[config.mk]
export PLATFORM = sky130hd
export DESIGN_NAME = seg7_disp_ctrl
export DESIGN_NICKNAME = d
export VERILOG_FILES = /design/src/rtl/seg7_disp_ctrl.sv
export SDC_FILE = /design/constraint.sdc
export NUM_CORES = 1
export LEC_CHECK = 0
export CORE_ASPECT_RATIO = 0.9
export CORE_MARGIN = 4
export CORE_UTILIZATION = 45
export CTS_CLUSTER_DIAMETER = 150
export DETAILED_ROUTE_END_ITERATION = 8
export PLACE_DENSITY = 0.78
export SYNTH_ARGS = -nofsm -noshare
export SYNTH_HDL_FRONTEND = slang
export SYNTH_SLANG_ARGS = --single-unit
[constraint.sdc]
create_clock -name clk -period 2.7 [get_ports clk]
set_input_delay 0.54 -clock clk [delete_from_list [all_inputs] [get_ports clk]]
set_output_delay 0.54 -clock clk [all_outputs]
set_load 0.1 [all_outputs]
[src/rtl/seg7_disp_ctrl.sv]
// CPU-facing front end for the 8-digit seven-segment driver: owns the digit-scan and blink
// timebases and double-buffers CPU writes so new values go live only at the end of a scan frame.
module seg7_disp_ctrl #(
   parameter int SCAN_DIV  = 50000,
   parameter int FLASH_DIV = 25000000
) (
   input  logic        clk,
   input  logic        rst,
   input  logic        wr_en,
   input  logic [1:0]  wr_sel,
   input  logic [31:0] wr_data,
   output logic [31:0] Hexs,
   output logic [7:0]  point,
   output logic [7:0]  LES,
   output logic        SW0,
   output logic        flash,
   output logic [2:0]  Scan,
   output logic        busy,
   output logic        commit
);

   localparam int SCW = (SCAN_DIV > 1) ? $clog2(SCAN_DIV) : 1;
   localparam int FCW = (FLASH_DIV > 1) ? $clog2(FLASH_DIV) : 1;
   localparam logic [SCW-1:0] SCAN_LAST  = SCW'(SCAN_DIV - 1);
   localparam logic [FCW-1:0] FLASH_LAST = FCW'(FLASH_DIV - 1);

   localparam logic [1:0] SEL_HEXS = 2'b00;
   localparam logic [1:0] SEL_PL   = 2'b01;
   localparam logic [1:0] SEL_CTRL = 2'b10;

   // timebases
   logic [SCW-1:0] scan_cnt;
   logic [FCW-1:0] flash_cnt;
   logic           flash_phase;
   logic           tick;
   logic           frame_end;

   // shadow (CPU-side) copies and their pending flags
   logic [31:0] sh_hexs;
   logic [7:0]  sh_point;
   logic [7:0]  sh_les;
   logic [1:0]  sh_ctrl;
   logic        pend_hexs;
   logic        pend_pl;
   logic        pend_ctrl;

   // active control register
   logic [1:0]  ctrl;

   // write decode and merged next-shadow / next-pending values
   logic        wr_hexs;
   logic        wr_pl;
   logic        wr_ctrl;
   logic [31:0] nx_sh_hexs;
   logic [7:0]  nx_sh_point;
   logic [7:0]  nx_sh_les;
   logic [1:0]  nx_sh_ctrl;
   logic        nx_pend_hexs;
   logic        nx_pend_pl;
   logic        nx_pend_ctrl;
   logic        nx_any_pend;

   assign tick      = (scan_cnt == SCAN_LAST);
   assign frame_end = tick && (Scan == 3'd7);

   assign SW0   = ctrl[0];
   assign flash = flash_phase & ctrl[1];

   always_comb begin
      wr_hexs = wr_en && (wr_sel == SEL_HEXS);
      wr_pl   = wr_en && (wr_sel == SEL_PL);
      wr_ctrl = wr_en && (wr_sel == SEL_CTRL);

      nx_sh_hexs  = sh_hexs;
      nx_sh_point = sh_point;
      nx_sh_les   = sh_les;
      nx_sh_ctrl  = sh_ctrl;
      if (wr_hexs) nx_sh_hexs = wr_data;
      if (wr_pl) begin
         nx_sh_point = wr_data[7:0];
         nx_sh_les   = wr_data[15:8];
      end
      if (wr_ctrl) nx_sh_ctrl = wr_data[1:0];

      nx_pend_hexs = pend_hexs | wr_hexs;
      nx_pend_pl   = pend_pl   | wr_pl;
      nx_pend_ctrl = pend_ctrl | wr_ctrl;
      nx_any_pend  = nx_pend_hexs | nx_pend_pl | nx_pend_ctrl;
   end

   // digit-scan timebase
   always_ff @(posedge clk) begin
      if (rst) begin
         scan_cnt <= '0;
         Scan     <= 3'd0;
      end else if (tick) begin
         scan_cnt <= '0;
         Scan     <= Scan + 3'd1;
      end else begin
         scan_cnt <= scan_cnt + SCW'(1);
      end
   end

   // blink timebase free-runs; ctrl[1] only gates the output
   always_ff @(posedge clk) begin
      if (rst) begin
         flash_cnt   <= '0;
         flash_phase <= 1'b0;
      end else if (flash_cnt == FLASH_LAST) begin
         flash_cnt   <= '0;
         flash_phase <= ~flash_phase;
      end else begin
         flash_cnt   <= flash_cnt + FCW'(1);
      end
   end

   always_ff @(posedge clk) begin
      if (rst) begin
         sh_hexs  <= '0;
         sh_point <= '0;
         sh_les   <= '0;
         sh_ctrl  <= '0;
      end else begin
         sh_hexs  <= nx_sh_hexs;
         sh_point <= nx_sh_point;
         sh_les   <= nx_sh_les;
         sh_ctrl  <= nx_sh_ctrl;
      end
   end

   // A write landing on the frame_end edge is merged via the nx_* values and committed there.
   always_ff @(posedge clk) begin
      if (rst) begin
         Hexs      <= '0;
         point     <= '0;
         LES       <= '0;
         ctrl      <= '0;
         pend_hexs <= 1'b0;
         pend_pl   <= 1'b0;
         pend_ctrl <= 1'b0;
         busy      <= 1'b0;
         commit    <= 1'b0;
      end else if (frame_end) begin
         if (nx_pend_hexs) Hexs <= nx_sh_hexs;
         if (nx_pend_pl) begin
            point <= nx_sh_point;
            LES   <= nx_sh_les;
         end
         if (nx_pend_ctrl) ctrl <= nx_sh_ctrl;
         pend_hexs <= 1'b0;
         pend_pl   <= 1'b0;
         pend_ctrl <= 1'b0;
         busy      <= 1'b0;
         commit    <= nx_any_pend;
      end else begin
         pend_hexs <= nx_pend_hexs;
         pend_pl   <= nx_pend_pl;
         pend_ctrl <= nx_pend_ctrl;
         busy      <= nx_any_pend;
         commit    <= 1'b0;
      end
   end

endmodule

==> results_dict.tcl <==
set metrics [dict create \
    status "finished clean" \
    grt_max_degree 39 \
    cts_tree "yes" \
    criticalPathCategory "reg2reg" \
    layout_setup_ws_ps 282 \
    period_needed_ps 2420 \
    synth_seq_cells 150 \
    regToRegStartpoint "scan_cnt[11]$_SDFF_PP0_" \
    first_pass_iters 4 \
    clk_pin_slew_ps 60 \
    worstSetupStartpointType "flop" \
    drv_slew 0 \
    num_rows 39 \
    setup-violations-final 0 \
    pre_cts_ws_ps 157 \
    netlist_instances 631 \
    min_path_cells 1 \
    track_usage 0.186 \
    grt_overflow_total 0 \
    cp-end-kind "flop" \
    synthXorXnorAreaFrac 0.0341 \
    cts_buffers 17 \
    ys_seq_area_frac 0.508 \
    wirelength_mm 13.8 \
    rsz0062_at_grt "false" \
    multiInputGateArea_mm2 0.00273 \
    cp-startpoint "scan_cnt[11]$_SDFF_PP0_" \
    antenna_found_initial 0 \
    synth_fp_nets 672 \
    post_route_cells_drive_above_1_share 0.213 \
    rr_worst_depth 4 \
    port_buffers 91 \
    synth.area.top_cells "dfxtp_1 (51%), mux2_2 (9.5%), nand2_1 (6.9%)" \
    core-area_mm2 0.0128 \
    synthToLayoutAreaGrowth_pct 26.2 \
    p_leak_nw 2.84 \
    dr_total_vias 4725 \
    via_per_inst 5.29 \
    final_common_cell "dfxtp_1" \
    drv_cap 0 \
    slew_headroom 0.508 \
    post_cts_resized 0 \
    cts.sinks 150 \
    synth_compound_area_frac 0.0736 \
    hold_slack_ps 449 \
    min_period_over_period 0.896 \
    yosys_warnings 0 \
    worstPathRequired_ps 3000 \
    skew_ps 7.52 \
    hold_viol 0 \
    avgSynthCellArea_um2 9.37 \
    grt_pass1_vias 4757 \
    synth_top_area_share 0.508 \
    worst_ir_drop_vdd_v 0.000484 \
    grt_pass1_wl_mm 22.4 \
    antennaDiodeCount 0 \
    htree_num_levels 4 \
    clock_path_buffers 2 \
    drt_iter0_markers 300 \
    yosysUniqueCellTypes 39 \
    layout.nets 759 \
    fin_setup_tns_ps 0 \
    hpwlAfterDp_mm 9.17 \
    synth_area_mm2 0.00591 \
    arrival_ps 2720 \
    synthMuxAreaShare 0.102 \
    cts_root_buffer "clkbuf_16" \
    die_height_um 117 \
    hp-class "reg2reg" \
    async_flop_share 0 \
    yosys.area_share.simple 0.243 \
    start_util 0.463 \
    postRouteAntennaNets 0 \
    synthAdderAreaFrac 0.00846 \
    cp_max_fo 16 \
    wl_per_cell_um 15.4 \
    min-delay-start "scan_cnt[0]$_SDFF_PP0_" \
    cts_hold_buffers 0 \
    num_io_pins 92 \
    synthFlopType "dfxtp_1" \
    clk_latency_ps 410 \
    die_w_um 129 \
    yosysTopAreaCell "dfxtp_1" \
    dieArea_mm2 0.0150 \
    cts_post_setup_buffers_inserted 0 \
    synth_edf_count 0 \
    place.gp.congestion 0.872 \
    max_clock_freq_ghz 0.414 \
    ff_latch_area_mm2 0.00301 \
    synth_top_family_by_area "simple AND/OR/NAND/NOR gates" \
    powerDensity_mw_per_mm2 674 \
    drc 0 \
    nFillCells 1088 \
    worstMarginPinSlew_ps 738 \
    mostFrequentLayoutCells "dfxtp_1 (148), nand2_1 (109), buf_4 (65), a21oi_1 (64), nor2b_1 (52)" \
]
Yosys cell counts (all sizes together), types with 9 or more instances:
cell type  count
o31ai         11
nand4         12
clkbuf        26
nand3         14
nand2        109
nor2b         52
dfxtp        150
xnor2         16
nor3           9
or4           15
mux2          50
nor2          36
a21oi         64
worst max-delay path, stage by stage (launching register included):
cell	delay [ps]
dfxtp_1	360
or4_4	550
or4_4	570
nor2_4	420
mux2_2	400
final timing paths:
| kind | endpoint | slack, ps |
|---|---|---|
| worst max-delay path | LES[6]$_SDFFE_PP0P_ | 280 |
| worst min-delay path | scan_cnt[0]$_SDFF_PP0_ | 450 |
| worst max register to register | LES[6]$_SDFFE_PP0P_ | 280 |
| worst min register to register | scan_cnt[0]$_SDFF_PP0_ | 450 |
registers in the layout (all words and copies together), names as in the netlist, 2 cells and up:
register / flops
ctrl: 2
sh_hexs: 32
point: 8
flash_cnt: 25
LES: 8
sh_ctrl: 2
Scan: 3
sh_point: 8
Hexs: 32
sh_les: 8
scan_cnt: 16
area by class of cell:
| type | instances | share of cell area |
|---|---|---|
| clock buffer | 21 | 0.0630 |
| clock inverter | 9 | 0.0233 |
| inverter | 6 | 0.00302 |
| multi-input combinational | 442 | 0.366 |
| sequential | 150 | 0.403 |
| tap | 164 | 0.0275 |
| timing repair buffer | 101 | 0.115 |
power breakdown:
part	internal [mW]	leakage [nW]	total, mW	switching [mW]
combinational	0.0839	1.31	0.203	0.119
sequential	2.25	1.21	2.26	0.0139
clock	1.70	0.319	2.57	0.865
total	4.03	2.84	5.03	0.998
layer usage:
layer | GRT usage | vias to the layer above | part of all wire
met5 | 0 | - | 0
met4 | 0.0665 | 0 | 0.014
met3 | 0.0494 | 16 | 0.055
met2 | 0.317 | 117 | 0.50
met1 | 0.228 | 2262 | 0.43
li1 | - | 2330 | -
cell families (layout without fill, tap and decap cells):
| logic type | after synthesis | after routing |
|---|---|---|
| muxes | 54 | 54 |
| and+or+nand+nor | 280 | 280 |
| xor gates and xnor gates | 23 | 23 |
| DFF | 150 | 150 |
| adders and majority gates | 4 | 4 |
| AOI/OAI and AO/OA | 81 | 81 |
| buffers and inverters | 39 | 137 |
per-stage QoR:
step / cell area [um^2] / utilization / std cells / total power, mW
global placement: 6820 / 0.534 / 863 / 2.50
detailed placement: 6820 / 0.534 / 863 / 2.51
floorplan: 5920 / - / 631 / 2.42
CTS: 7470 / 0.584 / 893 / 5.07
global route: 7470 / 0.584 / 893 / 5.19
finish: 7470 / 0.584 / 893 / 5.03
(Power assumes the default switching activity.)
